`src/rtl/aes_pkg.sv`:
```
// Shared AES-128 types and helpers used by the round-key scheduler.
package aes_pkg;

  typedef logic [7:0]   ByteType;
  typedef logic [31:0]  aes_word;
  typedef logic [127:0] key_128;

  localparam int      AES_NR    = 10;
  localparam ByteType RCON_INIT = 8'h01;

  typedef enum logic [1:0] {
    ST_IDLE,
    ST_GEN,
    ST_WAIT,
    ST_DONE
  } rks_state_e;

  // Multiply by x in GF(2^8) modulo the AES polynomial.
  function automatic ByteType xtime(ByteType r);
    return {r[6:0], 1'b0} ^ (r[7] ? 8'h1b : 8'h00);
  endfunction

endpackage

```
`src/rtl/aes_rkey_sched_if.sv`:
```
// Round-key read port between the cipher datapath (master) and the scheduler (slave).
interface aes_rkey_sched_if;
  import aes_pkg::*;

  logic       rk_rd;
  logic [3:0] rk_idx;
  logic       rk_valid;
  key_128     rk_data;

  modport master (output rk_rd, output rk_idx, input rk_valid, input rk_data);
  modport slave  (input rk_rd, input rk_idx, output rk_valid, output rk_data);

endinterface

```
`src/rtl/aes_rkey_ram.sv`:
```
// (NR+1) x 128 round-key store: one write port, one registered read port.
module aes_rkey_ram
  import aes_pkg::*;
#(
  parameter int NR = AES_NR
) (
  input  logic       clk,
  input  logic       nrst,
  input  logic       we,
  input  logic [3:0] waddr,
  input  key_128     wdata,
  input  logic       re,
  input  logic [3:0] raddr,
  output logic       rvalid,
  output key_128     rdata
);

  key_128 mem_q [NR+1];
  logic   rvalid_d, rvalid_q;
  key_128 rdata_d, rdata_q;

  // Storage carries no reset; contents are only meaningful once all keys are written.
  always_ff @(posedge clk) begin
    if (we) mem_q[waddr] <= wdata;
  end

  always_comb begin
    rvalid_d = re;
    rdata_d  = rdata_q;
    if (re) rdata_d = mem_q[raddr];
  end

  always_ff @(posedge clk) begin
    if (!nrst) begin
      rvalid_q <= 1'b0;
      rdata_q  <= '0;
    end else begin
      rvalid_q <= rvalid_d;
      rdata_q  <= rdata_d;
    end
  end

  assign rvalid = rvalid_q;
  assign rdata  = rdata_q;

endmodule

```
`src/rtl/aes_rkey_sched.sv`:
```
// AES-128 round-key scheduler: steps aes_key_gen through NR rounds and serves the stored keys.
module aes_rkey_sched
  import aes_pkg::*;
#(
  parameter int NR     = AES_NR,
  parameter int KG_LAT = 2
) (
  input  logic   clk,
  input  logic   nrst,
  input  logic   start,
  input  key_128 cipher_key,
  output logic   busy,
  output logic   keys_ready,
  output logic   kg_en,
  output logic   kg_gen_key,
  output logic   kg_next_rnd,
  output ByteType kg_rcon,
  output key_128 kg_key_i,
  input  key_128 kg_key_o,
  aes_rkey_sched_if.slave rd
);

  localparam logic [3:0] NR_IDX    = 4'(NR);
  localparam logic [3:0] WCNT_LAST = 4'(KG_LAT - 1);
  localparam logic [3:0] RND_FIRST = 4'd1;

  rks_state_e state_d, state_q;
  logic [3:0] rnd_d, rnd_q;
  logic [3:0] wcnt_d, wcnt_q;
  ByteType    rcon_d, rcon_q;
  key_128     key_i_d, key_i_q;

  logic       we;
  logic [3:0] waddr;
  key_128     wdata;
  logic       rd_en;

  always_comb begin
    state_d     = state_q;
    rnd_d       = rnd_q;
    wcnt_d      = wcnt_q;
    rcon_d      = rcon_q;
    key_i_d     = key_i_q;
    we          = 1'b0;
    waddr       = '0;
    wdata       = kg_key_o;
    busy        = 1'b0;
    keys_ready  = 1'b0;
    kg_gen_key  = 1'b0;
    kg_next_rnd = 1'b0;

    case (state_q)
      ST_IDLE, ST_DONE: begin
        keys_ready = (state_q == ST_DONE);
        if (start) begin
          we      = 1'b1;
          waddr   = '0;
          wdata   = cipher_key;
          key_i_d = cipher_key;
          rnd_d   = RND_FIRST;
          rcon_d  = RCON_INIT;
          state_d = ST_GEN;
        end
      end
      ST_GEN: begin
        busy        = 1'b1;
        kg_gen_key  = (rnd_q == RND_FIRST);
        kg_next_rnd = (rnd_q != RND_FIRST);
        wcnt_d      = '0;
        state_d     = ST_WAIT;
      end
      ST_WAIT: begin
        busy   = 1'b1;
        wcnt_d = wcnt_q + 4'd1;
        // The key generator output is valid only in the last wait cycle of the round.
        if (wcnt_q == WCNT_LAST) begin
          we      = 1'b1;
          waddr   = rnd_q;
          wdata   = kg_key_o;
          key_i_d = kg_key_o;
          if (rnd_q == NR_IDX) begin
            state_d = ST_DONE;
          end else begin
            rnd_d   = rnd_q + 4'd1;
            rcon_d  = xtime(rcon_q);
            state_d = ST_GEN;
          end
        end
      end
      default: state_d = ST_IDLE;
    endcase
  end

  always_ff @(posedge clk) begin
    if (!nrst) begin
      state_q <= ST_IDLE;
      rnd_q   <= '0;
      wcnt_q  <= '0;
      rcon_q  <= '0;
      key_i_q <= '0;
    end else begin
      state_q <= state_d;
      rnd_q   <= rnd_d;
      wcnt_q  <= wcnt_d;
      rcon_q  <= rcon_d;
      key_i_q <= key_i_d;
    end
  end

  assign kg_en    = busy;
  assign kg_rcon  = rcon_q;
  assign kg_key_i = key_i_q;

  // A read in the same cycle as a restart still sees the old buffer contents.
  assign rd_en = rd.rk_rd && keys_ready && (rd.rk_idx <= NR_IDX);

  aes_rkey_ram #(.NR(NR)) u_ram (
    .clk    (clk),
    .nrst   (nrst),
    .we     (we),
    .waddr  (waddr),
    .wdata  (wdata),
    .re     (rd_en),
    .raddr  (rd.rk_idx),
    .rvalid (rd.rk_valid),
    .rdata  (rd.rk_data)
  );

endmodule

```
`src/flat_wrapper.sv`:
```
// flat-port wrapper written by rule: the top's interface ports become plain ports
module aes_rkey_sched_flat import aes_pkg::*;
#(
  parameter int NR     = AES_NR,
  parameter int KG_LAT = 2
)
  (clk, nrst, start, cipher_key, busy, keys_ready, kg_en, kg_gen_key, kg_next_rnd, kg_rcon, kg_key_i, kg_key_o, rd_rk_rd, rd_rk_idx, rd_rk_valid, rd_rk_data);
  aes_rkey_sched_if rd_i ();
  input  logic clk;
  input  logic nrst;
  input  logic start;
  input  key_128 cipher_key;
  output logic busy;
  output logic keys_ready;
  output logic kg_en;
  output logic kg_gen_key;
  output logic kg_next_rnd;
  output ByteType kg_rcon;
  output key_128 kg_key_i;
  input  key_128 kg_key_o;
  input wire logic [$bits(rd_i.rk_rd)-1:0] rd_rk_rd;
  input wire logic [$bits(rd_i.rk_idx)-1:0] rd_rk_idx;
  output wire logic [$bits(rd_i.rk_valid)-1:0] rd_rk_valid;
  output wire logic [$bits(rd_i.rk_data)-1:0] rd_rk_data;
  assign rd_i.rk_rd = rd_rk_rd;
  assign rd_i.rk_idx = rd_rk_idx;
  assign rd_rk_valid = rd_i.rk_valid;
  assign rd_rk_data = rd_i.rk_data;
  aes_rkey_sched #(.NR(NR), .KG_LAT(KG_LAT)) u_core (.clk(clk), .nrst(nrst), .start(start), .cipher_key(cipher_key), .busy(busy), .keys_ready(keys_ready), .kg_en(kg_en), .kg_gen_key(kg_gen_key), .kg_next_rnd(kg_next_rnd), .kg_rcon(kg_rcon), .kg_key_i(kg_key_i), .kg_key_o(kg_key_o), .rd(rd_i));
endmodule
```
`config.mk`:
```
export PLATFORM = sky130hd
export DESIGN_NAME = aes_rkey_sched_flat
export DESIGN_NICKNAME = d
export VERILOG_FILES = /design/src/rtl/aes_pkg.sv /design/src/rtl/aes_rkey_sched_if.sv /design/src/rtl/aes_rkey_ram.sv /design/src/rtl/aes_rkey_sched.sv /design/src/flat_wrapper.sv
export SDC_FILE = /design/constraint.sdc
export NUM_CORES = 2
export LEC_CHECK = 0
export CAP_MARGIN = 20
export CORE_UTILIZATION = 37
export CTS_CLUSTER_SIZE = 40
export DETAILED_ROUTE_END_ITERATION = 8
export GPL_ROUTABILITY_DRIVEN = 0
export GPL_TIMING_DRIVEN = 1
export SETUP_SLACK_MARGIN = 0.15
export SYNTH_ARGS = -nofsm -noshare
export SYNTH_HDL_FRONTEND = slang
export SYNTH_HIERARCHICAL = 1
export SYNTH_SLANG_ARGS = --single-unit
export TNS_END_PERCENT = 5
```
`constraint.sdc`:
```
create_clock -name clk -period 15.44 [get_ports clk]
set_input_delay 1.544 -clock clk [delete_from_list [all_inputs] [get_ports clk]]
set_output_delay 1.544 -clock clk [all_outputs]
set_load 0.1 [all_outputs]
```
# Yosys cells after proc, flatten, opt, wreduce, memory -nomap -nowiden
# Memory sizes are Yosys's and may differ from the RTL's. A register that Yosys moved wholly into a read port is not among the register bits.
# Index checks and enable logic that the tools add are counted.
op_classes:
  muxes: 30
  add_sub_neg: 2
  eq_ne: 10
  n_bitwise: 1
  n_reduce_logical: 11
  order_cmp: 1
ops:
  columns: ["cell", "n"]
  rows:
  - ["$mux W128", 4]
  - ["$pmux W128 S2", 1]
  - ["$mux W8", 3]
  - ["$mux W4", 5]
  - ["$pmux W4 S2", 2]
  - ["$pmux W8 S2", 1]
  - ["$add A4 B1 Y4 const B", 2]
  - ["$eq A4 B1 Y1 const B", 2]
  - ["$mux W1", 8]
  - ["$xor A8 B8 Y8", 1]
  - ["$mux W2", 3]
  - ["$pmux W2 S3", 1]
  - ["$mux W5", 1]
  - ["$eq A2 B2 Y1 const B", 2]
  - ["$eq A4 B4 Y1 const B", 1]
  - ["$le A4 B4 Y1 const B", 1]
  - ["$ne A2 B2 Y1 const B", 2]
  - ["$ne A4 B1 Y1 const B", 1]
  - ["$reduce_and A4 Y1", 1]
  - ["$reduce_bool A2 Y1", 2]
  - ["$reduce_or A2 Y1", 2]
  - ["$reduce_and A3 Y1", 1]
  - ["$eq A2 B1 Y1 const B", 1]
  - ["$logic_and A1 B1 Y1", 2]
  - ["other kinds (5)", 5]
totals:
  out_inout_bits: 270
  ramBits: 1408
  n_memories: 1
  reg_bits: 147
mem_list:
  columns: ["name", "words", "word_bits", "read_ports", "rd_ports_with_merged_regs", "write_ports", "line_no", "text"]
  rows:
  - ["u_core.u_ram.mem_q", 11, 128, 1, 1, 1, "aes_rkey_ram.sv:18", "key_128 mem_q [NR+1];"]

# Logic depth before layout (Yosys ltp)
depth:
  word_depth: 5
  ltp_mapped: 10
  depth_no_buf: 8

# Cells and area by module
# Netlist, hierarchy kept.
by_module_without_submodules:
  columns: ["mod", "area_per_inst_um2", "instances", "cells_per_inst"]
  rows:
  - ["aes_rkey_ram", 57760.4, 1, 3168]
  - ["aes_rkey_sched", 8804.7, 1, 840]

# Worst setup path before layout
# No wires, ideal clock.
synth_timing:
  path_type: "input to register"
  startpoint: "input port start"
  endpoint: "memory u_core/u_ram/mem_q[0][0] in the netlist's numbering, enable pin"
  stages: 4
  path_buffers: 0
  slack_ps: 3775
  required_ps: 14668
  setup_ps: 772
  t_arrival_ps: 10892
  path_cell_list: "a21oi_1 nor2_1 or3b_2 nor3_1"
synth_via:
  elab_chain_cells: 4
synth_rtl:
  columns: ["element", "line_no", "text"]
  rows:
  - ["start: declaration", "flat_wrapper.sv:11", "input logic start;"]
  - ["$mux W1", "aes_rkey_sched.sv:55", "if (start) begin"]
  - ["$pmux W1 S2", "aes_rkey_sched.sv:52", "case (state_q)"]
  - ["net u_core.we", "aes_rkey_sched.sv:33", "logic we;"]
  - ["$mux W1", "aes_rkey_ram.sv:24", "if (we) mem_q[waddr] <= wdata;"]
  - ["$mux W1 (not written as such)", "aes_rkey_ram.sv:24", null]
  - ["end: declaration", "aes_rkey_ram.sv:18", null]
# The timed path passes the listed nets, and every way through them passes these cells.

# Worst setup path in the final report
layout_timing:
  startpoint: "register u_core.state_q[0]"
  endpoint: "memory u_core/u_ram/mem_q[5][19] in the netlist's numbering, enable pin"
layout_via:
  elab_chain_cells: 5
layout_rtl:
  columns: ["element", "line_no", "text"]
  rows:
  - ["start: declaration", "aes_rkey_sched.sv:27", "rks_state_e state_d, state_q;"]
  - ["start signal: assignment", "aes_rkey_sched.sv:102", "state_q <= state_d;"]
  - ["$eq A2 B2 Y1 / $logic_not A2 Y1 (equally long branches)", "aes_rkey_sched.sv:52", null]
  - ["$reduce_or A2 Y1", "aes_rkey_sched.sv:52", null]
  - ["$pmux W1 S2 *", "aes_rkey_sched.sv:52", null]
  - ["net u_core.we", "aes_rkey_sched.sv:33", null]
  - ["$mux W1 *", "aes_rkey_ram.sv:24", null]
  - ["$mux W1 (not written as such) *", "aes_rkey_ram.sv:24", null]
# Mark *: on every way through the listed nets, which the timed path passes. The rest lies on a longest branch.

==> out/qor.yml <==
fin_tns_setup_ns: 0
worstMarginPinSlew_ns: 1.17
synth_edf_count: 1408
num_vias: 36800
nets: 4773
synthSimpleGateAreaFrac: 0.0200
dp_hpwl_um: 92800
postCtsSetupBuffers: 0
power.leakage_nw: 26.1
area_growth_pct: 19.5
synth_top_area_frac: 0.635
cts.sinks: 1683
fin_area_sq_mm: 0.0795
dr.pass1.iters: 5
hold_path_class: "flip-flop to flip-flop"
crit_family: "buffers and inverters"
critPathLaunchType: "flip-flop"
synth_area_leaders: "edfxtp_1 64%, dfxtp_1 8.3%, mux2i_1 7.7%"
slew_headroom: 0.220
first_iter_violations: 2811
cp.arrival_ns: 5.79
slowest_stage: "buf_4"
crit_start: "u_core/state_q[0]"
clkTransAtPathRegs_ns: 0.06
async_flop_share: 0
cts_buffer_depth: 3
synthMuxAreaShare: 0.142
synth-xor-area-share: 0.000395
yosys_warnings: 6
period_share: 0.346
critPathCaptureType: "flip-flop"
tritoncts: "done"
crit_path_frequent_cell: "buf_4"
grt_max_degree: 183
slew_viol_final: 0
start_util: 0.373
placed_cell_area_sq_mm: 0.0739
syn_avg_cell_area_sq_um: 16.6
die_h_um: 426
r2r_start: "u_core/state_q[0]"
antenna_found_initial: 3
routed_via_density: 5.25
synth_adder_area_share: 0.00169
yosysSeqAreaShare: 0.718
cap_viol_max_count: 0
synth_seq_cells: 1683
critPathCapture: "u_core/u_ram/mem_q[5][19]"
drive_gt1_frac: 0.181
grt_pass1_wl_um: 250000
cts-hold-fix-buffers: 0
io-pin-count: 534
worstSetupPathDepth: 11
rows: 155
rr_endpoint: "u_core/u_ram/mem_q[5][19]"
setup_viol: 0
rsz0062_at_grt: "false"
outcome: "finished clean"
io_buffers: 533
fin_util: 0.445
yosys.area.top_type: "edfxtp_1"
die_area_sq_mm: 0.182
wirelength_um: 172000
overflow: 0
ys.flop_type: "edfxtp_1"
synth_nets: 4281
reg2reg_slack_ns: 10.10
p_total_mw: 11.5
crit_buf_inv: 5
remaining_drc_errors: 0
wire_per_inst_um: 24.5
ir_worst_vdd_mv: 0.0901
htreeDepth: 4
worstPathRequired_ns: 15.89
cts_buffers: 177
critPathMaxStageDelay_ns: 0.85
p_per_area_mw_per_mm2: 144
fin_skew_ns: 0.0198
syn_area_sq_mm: 0.0666
critPathKind: "flip-flop to flip-flop"
yosys-top-cells-count: "1408 x edfxtp_1, 512 x mux2i_1, 384 x mux2_2"
synth_compound_area_frac: 0.0921
track_usage: 0.186
hp-start: "u_core/kg_rcon[5]"
rr_worst_depth: 11
yosysUniqueCellTypes: 47
path_max_fanout: 47
yosysMostFrequentCell: "edfxtp_1"
die_w_um: 426
grt_pass1_vias: 37500
synth_top_family_by_area: "multiplexers"
crit_chain: "inv_1 > ha_4 > inv_1 > nor4b_1 > a21oi_1 > nor2_1 > nand3b_1 > nor2_4 > buf_4 > buf_4 > buf_4"
cts_resized: 0
fmax_mhz: 187
netlist_instances: 4008
ant_nets: 0
whs_path_depth: 2
clock_latency_ns: 0.82
hold_viol: 0
core_sq_mm: 0.179
root_buffer: "clkbuf_16"
period_needed_ns: 5.34
-- worst min-delay path by stage --
stage                             endpoint  slack (ns)
floorplan                 u_core/wcnt_q[2]        0.49
global placement         u_core/kg_rcon[7]        0.47
detailed placement  u_core/u_ram/rdata[83]        0.48
CTS                      u_core/kg_rcon[2]        0.49
global route             u_core/kg_rcon[6]        0.52
finish                   u_core/kg_rcon[6]        0.50
-- cell type report --
class	instances	area [sq um]
Sequential cell	1683	47800
Antenna cell	3	7.51
Multi-Input combinational cell	2038	17200
Fill cell	15500	99100
Inverter	10	45.0
Tap cell	2355	2950
Clock buffer	249	4860
Timing Repair Buffer	590	5890
Clock inverter	83	793
-- where the power goes --
part	total (mW)	internal, mW	switching (mW)
combinational	2.05	0.541	1.51
sequential	5.29	5.22	0.0698
clock	4.13	2.35	1.79
-- cell usage in the layout, fill, tap and decap left out, types with 15 or more instances in the layout --
cell             synthesis  final
edfxtp_1              1408   1408
clkdlybuf4s50_1          0    527
mux2i_1                512    512
mux2_2                 384    384
dfxtp_1                275    275
a22oi_1                256    256
clkbuf_16                0    178
o21ai_0                139    139
nor2_1                 144    135
nand2_1                135    133
o221ai_1               128    128
o21ai_1                128    128
a211oi_2               121    120
clkbuf_1               101     57
buf_4                   44     51
clkinv_2                 0     30
clkinv_1                 0     23
a21oi_1                 16     16
clkbuf_8                 0     15
-- cells by family (layout without fill, tap and decap cells) --
kind of cell | Yosys count | after routing
buf+inv | 287 | 932
flops | 1683 | 1683
mux | 896 | 896
simple gates | 322 | 322
compound gates | 808 | 808
xor+xnor | 3 | 3
other cells | 0 | 3
fa+ha+maj | 9 | 9
-- worst register-to-register path, stage by stage, from the launching register on --
cell and delay (ns):
dfxtp_1 0.35, inv_1 0.12, ha_4 0.52, inv_1 0.18
nor4b_1 0.55, a21oi_1 0.09, nor2_1 0.19, nand3b_1 0.30
nor2_4 0.44, buf_4 0.77, buf_4 0.86, buf_4 0.59
-- registers in the layout, indices dropped and copies added (netlist names) --
signal and cells:
u_core/kg_key_i 128, u_core/u_ram/rvalid 1, u_core/wcnt_q 4, u_core/state_q 2, u_core/u_ram/rdata 128, u_core/rnd_q 4, u_core/kg_rcon 8, u_core/u_ram/mem_q 1408
-- through the flow --
step	cells	setup slack [ns]	hold slack, ns
finish	7011	10.10	0.498
global route	7010	9.69	0.519
CTS	7008	9.98	0.493
detailed placement	6676	9.59	0.480
global placement	6675	9.66	0.468
floorplan	4008	3.78	0.486
-- routing by layer --
| metal | up-vias | GRT usage | routed length (um) |
|---|---|---|---|
| met5 | - | 0 | 0 |
| li1 | 16800 | - | - |
| met4 | 0 | 0.0615 | 5050 |
| met1 | 18900 | 0.232 | 71800 |
| met2 | 851 | 0.324 | 87500 |
| met3 | 244 | 0.0327 | 7660 |
Power figures use the tool's default switching activity.
